`config.mk`:
```
export PLATFORM = sky130hd
export DESIGN_NAME = exotiny_conout
export DESIGN_NICKNAME = d
export VERILOG_FILES = /design/src/rtl/exotiny_conout.sv
export SDC_FILE = /design/constraint.sdc
export NUM_CORES = 1
export LEC_CHECK = 0
export ABC_AREA = 0
export CORE_MARGIN = 10
export CORE_UTILIZATION = 59
export CTS_CLUSTER_DIAMETER = 50
export DETAILED_ROUTE_END_ITERATION = 12
export PLACE_DENSITY = 0.84
export SKIP_CTS_REPAIR_TIMING = 1
export SLEW_MARGIN = 5
export SYNTH_ARGS = -nofsm -noshare
export SYNTH_HDL_FRONTEND = slang
export SYNTH_SLANG_ARGS = --single-unit
export TNS_END_PERCENT = 1
```
`constraint.sdc`:
```
create_clock -name clk_i -period 5.8 [get_ports clk_i]
set_input_delay 0.58 -clock clk_i [delete_from_list [all_inputs] [get_ports clk_i]]
set_output_delay 0.58 -clock clk_i [all_outputs]
set_load 0.1 [all_outputs]
```
`src/rtl/exotiny_conout.sv`:
```
// exotiny_conout: console-output peripheral on the exotiny register bus.
// CPU writes bytes to TXDATA. They are queued in a small FIFO and sent 8N1 on tx_o.
// The written byte stream is also watched for the "DONE" and "ERR" end-of-test tokens.
// Either token raises a sticky flag that the CPU can clear through CTRL.
module exotiny_conout #(
    parameter int CLKDIV    = 434,
    parameter int FIFODEPTH = 8
) (
    input  logic        clk_i,
    input  logic        rst_i,
    input  logic        wb_stb_i,
    input  logic        wb_we_i,
    input  logic [4:0]  wb_adr_i,
    input  logic [31:0] wb_dat_i,
    output logic        wb_ack_o,
    output logic [31:0] wb_dat_o,
    output logic        tx_o,
    output logic        done_o,
    output logic        err_o
);

    localparam int AW = $clog2(FIFODEPTH);
    localparam int CW = $clog2(CLKDIV);

    localparam logic [1:0] ST_IDLE  = 2'd0;
    localparam logic [1:0] ST_START = 2'd1;
    localparam logic [1:0] ST_DATA  = 2'd2;
    localparam logic [1:0] ST_STOP  = 2'd3;

    localparam logic [2:0] REG_STATUS = 3'd0;
    localparam logic [2:0] REG_CTRL   = 3'd1;
    localparam logic [2:0] REG_TXDATA = 3'd3;

    localparam logic [31:0]   TOK_DONE = 32'h444F_4E45;
    localparam logic [23:0]   TOK_ERR  = 24'h45_5252;
    localparam logic [CW-1:0] CNT_LAST = CW'(CLKDIV - 1);
    localparam logic [CW-1:0] CNT_ONE  = CW'(1);
    localparam logic [AW:0]   PTR_ONE  = {{AW{1'b0}}, 1'b1};

    logic [7:0]    fifo_mem_r [FIFODEPTH];
    logic [AW:0]   wr_ptr_r;
    logic [AW:0]   rd_ptr_r;
    logic [1:0]    state_r;
    logic [CW-1:0] cnt_r;
    logic [2:0]    bit_idx_r;
    logic [7:0]    shift_r;
    logic          tx_r;
    logic [31:0]   sr_r;
    logic          done_r;
    logic          err_r;
    logic          ack_r;
    logic [31:0]   rdat_r;

    logic [2:0]    adr_idx_s;
    logic          req_s;
    logic          wr_txdata_s;
    logic          accept_s;
    logic          push_s;
    logic          pop_s;
    logic          clear_s;
    logic [AW:0]   level_s;
    logic          fifo_empty_s;
    logic          fifo_full_s;
    logic          busy_s;
    logic [31:0]   status_s;
    logic [31:0]   rdata_s;
    logic          unused_s;

    // Address bits [1:0] and the upper data bytes are not decoded.
    assign unused_s = ^{wb_adr_i[1:0], wb_dat_i[31:8]};

    // FIFO occupancy and flags derived from the wrap-bit pointers.
    always_comb begin
        level_s      = wr_ptr_r - rd_ptr_r;
        fifo_empty_s = (wr_ptr_r == rd_ptr_r);
        fifo_full_s  = (wr_ptr_r[AW] != rd_ptr_r[AW]) &&
                       (wr_ptr_r[AW-1:0] == rd_ptr_r[AW-1:0]);
        busy_s       = (state_r != ST_IDLE) || !fifo_empty_s;
    end

    // Bus request decode. A TXDATA write into a full FIFO is held off without an ack.
    always_comb begin
        adr_idx_s   = wb_adr_i[4:2];
        req_s       = wb_stb_i & ~ack_r;
        wr_txdata_s = req_s & wb_we_i & (adr_idx_s == REG_TXDATA);
        accept_s    = req_s & ~(wr_txdata_s & fifo_full_s);
        push_s      = wr_txdata_s & ~fifo_full_s;
        clear_s     = accept_s & wb_we_i & (adr_idx_s == REG_CTRL) & wb_dat_i[0];
        pop_s       = (state_r == ST_IDLE) & ~fifo_empty_s;
    end

    // Read-data mux: only STATUS returns content, everything else reads zero.
    always_comb begin
        status_s = {16'h0000, 8'(level_s), 4'h0, busy_s, fifo_full_s, err_r, done_r};
        if (!wb_we_i && (adr_idx_s == REG_STATUS)) begin
            rdata_s = status_s;
        end else begin
            rdata_s = 32'h0000_0000;
        end
    end

    // Registered acknowledge: a one-cycle pulse per accepted request, with data only during the ack.
    always_ff @(posedge clk_i) begin
        if (rst_i) begin
            ack_r  <= 1'b0;
            rdat_r <= 32'h0000_0000;
        end else if (accept_s) begin
            ack_r  <= 1'b1;
            rdat_r <= rdata_s;
        end else begin
            ack_r  <= 1'b0;
            rdat_r <= 32'h0000_0000;
        end
    end

    // FIFO storage. It has no reset because the pointers define which entries are valid.
    always_ff @(posedge clk_i) begin
        if (push_s) begin
            fifo_mem_r[wr_ptr_r[AW-1:0]] <= wb_dat_i[7:0];
        end
    end

    // FIFO pointers. Push happens on the ack edge. Pop happens when the transmitter picks up a byte.
    always_ff @(posedge clk_i) begin
        if (rst_i) begin
            wr_ptr_r <= '0;
            rd_ptr_r <= '0;
        end else begin
            if (push_s) begin
                wr_ptr_r <= wr_ptr_r + PTR_ONE;
            end
            if (pop_s) begin
                rd_ptr_r <= rd_ptr_r + PTR_ONE;
            end
        end
    end

    // 8N1 transmitter. tx_r is updated together with each state change, so the line has no glitches.
    always_ff @(posedge clk_i) begin
        if (rst_i) begin
            state_r   <= ST_IDLE;
            cnt_r     <= '0;
            bit_idx_r <= 3'd0;
            shift_r   <= 8'h00;
            tx_r      <= 1'b1;
        end else begin
            case (state_r)
                ST_IDLE: begin
                    cnt_r     <= '0;
                    bit_idx_r <= 3'd0;
                    if (pop_s) begin
                        shift_r <= fifo_mem_r[rd_ptr_r[AW-1:0]];
                        tx_r    <= 1'b0;
                        state_r <= ST_START;
                    end else begin
                        tx_r    <= 1'b1;
                    end
                end
                ST_START: begin
                    if (cnt_r == CNT_LAST) begin
                        cnt_r     <= '0;
                        bit_idx_r <= 3'd0;
                        tx_r      <= shift_r[0];
                        state_r   <= ST_DATA;
                    end else begin
                        cnt_r <= cnt_r + CNT_ONE;
                    end
                end
                ST_DATA: begin
                    if (cnt_r == CNT_LAST) begin
                        cnt_r <= '0;
                        if (bit_idx_r == 3'd7) begin
                            tx_r    <= 1'b1;
                            state_r <= ST_STOP;
                        end else begin
                            bit_idx_r <= bit_idx_r + 3'd1;
                            shift_r   <= {1'b0, shift_r[7:1]};
                            tx_r      <= shift_r[1];
                        end
                    end else begin
                        cnt_r <= cnt_r + CNT_ONE;
                    end
                end
                ST_STOP: begin
                    if (cnt_r == CNT_LAST) begin
                        cnt_r   <= '0;
                        state_r <= ST_IDLE;
                    end else begin
                        cnt_r <= cnt_r + CNT_ONE;
                    end
                end
                default: begin
                    state_r <= ST_IDLE;
                    cnt_r   <= '0;
                    tx_r    <= 1'b1;
                end
            endcase
        end
    end

    // Token watcher. Accepted bytes shift into sr_r, and the flags latch one cycle after sr_r matches.
    always_ff @(posedge clk_i) begin
        if (rst_i) begin
            sr_r   <= 32'h0000_0000;
            done_r <= 1'b0;
            err_r  <= 1'b0;
        end else if (clear_s) begin
            sr_r   <= 32'h0000_0000;
            done_r <= 1'b0;
            err_r  <= 1'b0;
        end else begin
            if (push_s) begin
                sr_r <= {sr_r[23:0], wb_dat_i[7:0]};
            end
            done_r <= done_r | (sr_r == TOK_DONE);
            err_r  <= err_r | (sr_r[23:0] == TOK_ERR);
        end
    end

    assign wb_ack_o = ack_r;
    assign wb_dat_o = rdat_r;
    assign tx_o     = tx_r;
    assign done_o   = done_r;
    assign err_o    = err_r;

endmodule
```
Yosys cells after proc, flatten, opt, wreduce, memory -nomap -nowiden
Memory sizes are Yosys's and may differ from the RTL's. A register that Yosys moved wholly into a read port is not among the register bits.
Index checks and enable logic that the tools add are counted.
Storage, ports and cells
  bits in registers: 98
  bits in writable memories: 64
  bits of input ports: 41
  logic and storage cells: 99
  memories: 1
Memories
  fifo_mem_r: words 8, bits a word 8, rd ports 1, clocked after memory_dff 1, wr ports 1, line 40  | logic [7:0] fifo_mem_r [FIFODEPTH];
Operators by class
  $add $sub $neg: 5
  equal/unequal tests: 18
  muxes and demuxes: 26
  bitwise logic cells: 18
  reduce and logical (&&, ||, !) cells: 18
Operators by type and width (number)
  $eq A32 B31 Y1 const B: 1
  $eq A24 B23 Y1 const B: 1
  $mux W8: 3
  $pmux W9 S2: 1
  $pmux W8 S2: 1
  $mux W3: 5
  $ne A2 B2 Y1 const B: 6
  $and A1 B1 Y1: 10
  $mux W2: 5
  $add A9 B1 Y9 const B: 1
  $eq A9 B9 Y1 const B: 1
  $mux W9: 1
  $pmux W3 S3: 1
  $add A4 B1 Y4 const B: 2
  $pmux W2 S4: 1
  $reduce_and A4 Y1: 2
  $mux W1: 7
  $not A1 Y1: 6
  $reduce_or A3 Y1: 2
  $reduce_and A5 Y1: 1
  $eq A2 B2 Y1 const B: 2
  $eq A4 B4 Y1: 1
  $reduce_bool A2 Y1: 2
  $reduce_or A2 Y1: 2
  other kinds (17): 20

Depth between registers and ports, before layout
  depth in word-level cells: 11
  depth in mapped cells: 9
  mapped depth without buffers: 6

Worst setup path before layout
Ideal clock, no wire load.
  kind: register to register
  start: reg wr_ptr_r[0]
  end: mem fifo_mem_r[0][0] (enable)
  setup time: 395 ps
  arrival: 2533 ps
  required time: 5405 ps
  setup slack: 2872 ps
  stages on the path, launching flop included: 8
  buffers on the path: 2
  clock period less this slack: 2928 ps
  cell sequence: dfxtp_1 -> clkbuf_1 -> inv_1 -> ha_1 -> and3_1 -> a211o_1 -> clkbuf_1 -> nor4_1
Between the ends
  longest elaborated chain between the ends: 6
RTL lines
  from (decl): line 41  | logic [AW:0] wr_ptr_r;
  from (signal assigned): line 130  | wr_ptr_r <= wr_ptr_r + PTR_ONE;
  $eq A3 B3 Y1: line 77  | (wr_ptr_r[AW-1:0] == rd_ptr_r[AW-1:0]);
  $logic_and A1 B1 Y1: line 76  | fifo_full_s = (wr_ptr_r[AW] != rd_ptr_r[AW]) &&
  $not A1 Y1: line 87  | push_s = wr_txdata_s & ~fifo_full_s;
  $and A1 B1 Y1: line 87
  $mux W1: line 118  | if (push_s) begin
  $mux W1 (implied by the code): line 119  | fifo_mem_r[wr_ptr_r[AW-1:0]] <= wb_dat_i[7:0];
  to (decl): line 40
Several ways; a longest one is shown, not always the timed one.

Final worst setup path
  start: reg wr_ptr_r[0]
  end: mem fifo_mem_r[0][2] (enable)
The elaborated chain is that of the path after synthesis.

==> flow_summary.json <==
{
  "leakage_uw": 0.00231,
  "synth.area.top_cells": "edfxtp_1 (32%), dfxtp_1 (26%), mux4_2 (5.7%)",
  "power.internal_uw": 1860,
  "overflow": 0,
  "combPwrFrac_pct": 16.7,
  "clkTransAtPathRegs_ns": 0.06,
  "rows": 36,
  "synth_top_area_share_pct": 32.2,
  "ir_drop_mv": 0.215,
  "design_area_um2": 6820,
  "crit_path_start_kind": "flop",
  "power.switching_uw": 787,
  "syn_inst": 520,
  "min_period_over_period_pct": 52.5,
  "async_flop_share_pct": 0,
  "ant_nets": 0,
  "min_path_type": "flop to flop",
  "ios": 77,
  "port_buffers": 26,
  "ys_seq_area_share_pct": 58.1,
  "synth-edff-count": 64,
  "cp_num_buf_inv": 2,
  "cts.sinks": 141,
  "drt_wl_total_um": 13000,
  "via_per_inst": 5.89,
  "cts_buffers": 17,
  "wl_per_cell_um": 18.7,
  "die_h_um": 121,
  "clkPwrFrac_pct": 40.6,
  "synth_flop_cell": "dfxtp_1",
  "rsz0062_at_grt": "no",
  "setup_viol": 0,
  "dp.cells": 662,
  "coreArea_um2": 9820,
  "yosysTopAreaCell": "edfxtp_1",
  "cp.required_ns": 6.02,
  "htree_levels": 4,
  "final_cells": 694,
  "cts_tree": "done",
  "grt_max_degree": 40,
  "start_util_pct": 60.7,
  "fin_tns_setup_ns": 0,
  "cp_slowest_stage_delay_ns": 0.78,
  "path_max_fanout": 39,
  "fin_crit_ns": 3.05,
  "drc": 0,
  "finalNetCount": 603,
  "maxSlewHeadroom_pct": 17.6,
  "clockBufferDepth": 2,
  "skew_ns": 0.00980,
  "worst_pin_slew_ns": 1.24,
  "clock_latency_ns": 0.53,
  "seqPwrFrac_pct": 42.7,
  "synth.distinct_cells": 62,
  "power.density_nw_per_um2": 388,
  "drive_gt1_share_pct": 11.1,
  "cts-root-buf": "clkbuf_8",
  "drt_iter0_markers": 403,
  "diodes": 0,
  "switching_share_pct": 29.7,
  "dp_hpwl_um": 7980,
  "status": "completed",
  "antenna_found_initial": 0,
  "grt_use_total_pct": 18.3,
  "dieArea_um2": 14500,
  "fmax_ghz": 0.328,
  "gp_congestion": 0.830,
  "avgSynthCellArea_um2": 11.5,
  "nFillCells": 671,
  "syn_to_final_growth_pct": 14.4,
  "crit_path_end_kind": "flop",
  "final-hold-violation-count": 0,
  "die_x_um": 121,
  "path_delay_family": "compound AO/OA/AOI/OAI gates",
  "crit_chain": "inv_1, ha_1, and3_1, a211o_1, nor4_1, buf_4",
  "maxSlewViolCount": 0,
  "ys_ff_latch": 141,
  "cp_slowest_cell": "a211o_1",
  "crit_type": "flop to flop",
  "postPlaceCellArea_um2": 6220,
  "setup.reg_to_reg.worst_slack_ns": 2.75,
  "final_common_cell": "dfxtp_1",
  "arrival_ns": 3.27,
  "grt_pass1_wl_um": 21200,
  "ys_warn_count": 0,
  "firstDrtPassIters": 5,
  "num_vias": 4088,
  "final_cell_mix": "dfxtp_1 (77), nand2_1 (75), edfxtp_1 (64), a21oi_1 (49), nor2_1 (28)",
  "drv_cap": 0,
  "grt_pass1_vias": 4213,
  "synth_area_um2": 5960
}
-- per-stage QoR --
stage                     hold WS (ns)  setup WS, ns  total power, uW  util (%)
final                            0.453          2.75             2650      69.5
after detailed placement         0.447          2.62             1580      63.4
after floorplan                  0.429          2.87             1540         -
after global placement           0.437          2.69             1560      63.4
after global routing             0.485          2.55             2750      69.5
after CTS                        0.454          2.78             2660      69.5
-- per-layer routing --
layer / GRT usage, % / up-vias / part of all wire (%)
li1: - / 1902 / -
met2: 30.9 / 172 / 51
met4: 8.30 / 0 / 2.2
met1: 21.4 / 1979 / 40
met5: 0 / - / 0
met3: 4.75 / 35 / 6.8
-- cells by family after synthesis --
family | count (synthesis) | synth area share [%]
AO/OA/AOI/OAI | 94 | 9.42
XOR/XNOR | 12 | 1.89
adder cells (fa/ha/maj) | 14 | 3.06
buffers and inverters | 63 | 6.19
flip-flops | 141 | 58.1
multiplexers | 21 | 6.71
other | 1 | 0.0629
AND/OR/NAND/NOR | 174 | 14.6
-- worst paths after layout --
kind               startpoint               end  depth (start not counted)
hold / removal       wb_ack_o          wb_ack_o                          1
setup / recovery  wr_ptr_r[0]  fifo_mem_r[0][2]                          6
setup reg to reg  wr_ptr_r[0]  fifo_mem_r[0][2]                          6
hold reg to reg      wb_ack_o          wb_ack_o                          1
-- area by class of cell --
type	instances	area [um^2]	share of cell area [%]
Sequential cell	141	3460	50.8
Multi-Input combinational cell	339	2220	32.5
Clock buffer	20	489	7.17
Timing Repair Buffer	34	320	4.70
Tap cell	133	166	2.44
Clock inverter	12	108	1.58
Inverter	15	56.3	0.825
-- state kept, by name (all words and copies together), names as in the netlist, 2 cells and up, named ones only --
| register | flops |
|---|---|
| fifo_mem_r | 64 |
| sr_r | 32 |
| cnt_r | 9 |
| shift_r | 8 |
| wb_dat_o | 8 |
| rd_ptr_r | 4 |
| wr_ptr_r | 4 |
| bit_idx_r | 3 |
| state_r | 2 |
-- cells in the mapped netlist (all sizes together), types with 2 or more instances --
cell and count:
dfxtp 77, nand2 75, edfxtp 64, a21oi 49, buf 37, nor2 28
inv 15, mux4 15, o21ai 15, ha 13, clkbuf 11, nor2b 11
and3 8, nor3 8, o22ai 8, nor4 7, nand4 6, or4 6
xnor2 6, xor2 6, nand3 5, mux2i 4, a211oi 3, a31oi 3
o211ai 3, or3 3, mux2 2, nand2b 2, nand4b 2, nor4b 2
o311ai 2, o31ai 2, or4b 2
-- power groups by stage --
stage               sequential [uW]  combinational, uW  clock (uW)
floorplan                      1140                401           0
global placement               1150                414           0
finish                         1130                441        1080
global route                   1140                479        1130
CTS                            1130                438        1090
detailed placement             1150                426           0
No activity file was read; power rests on OpenSTA's default activity.
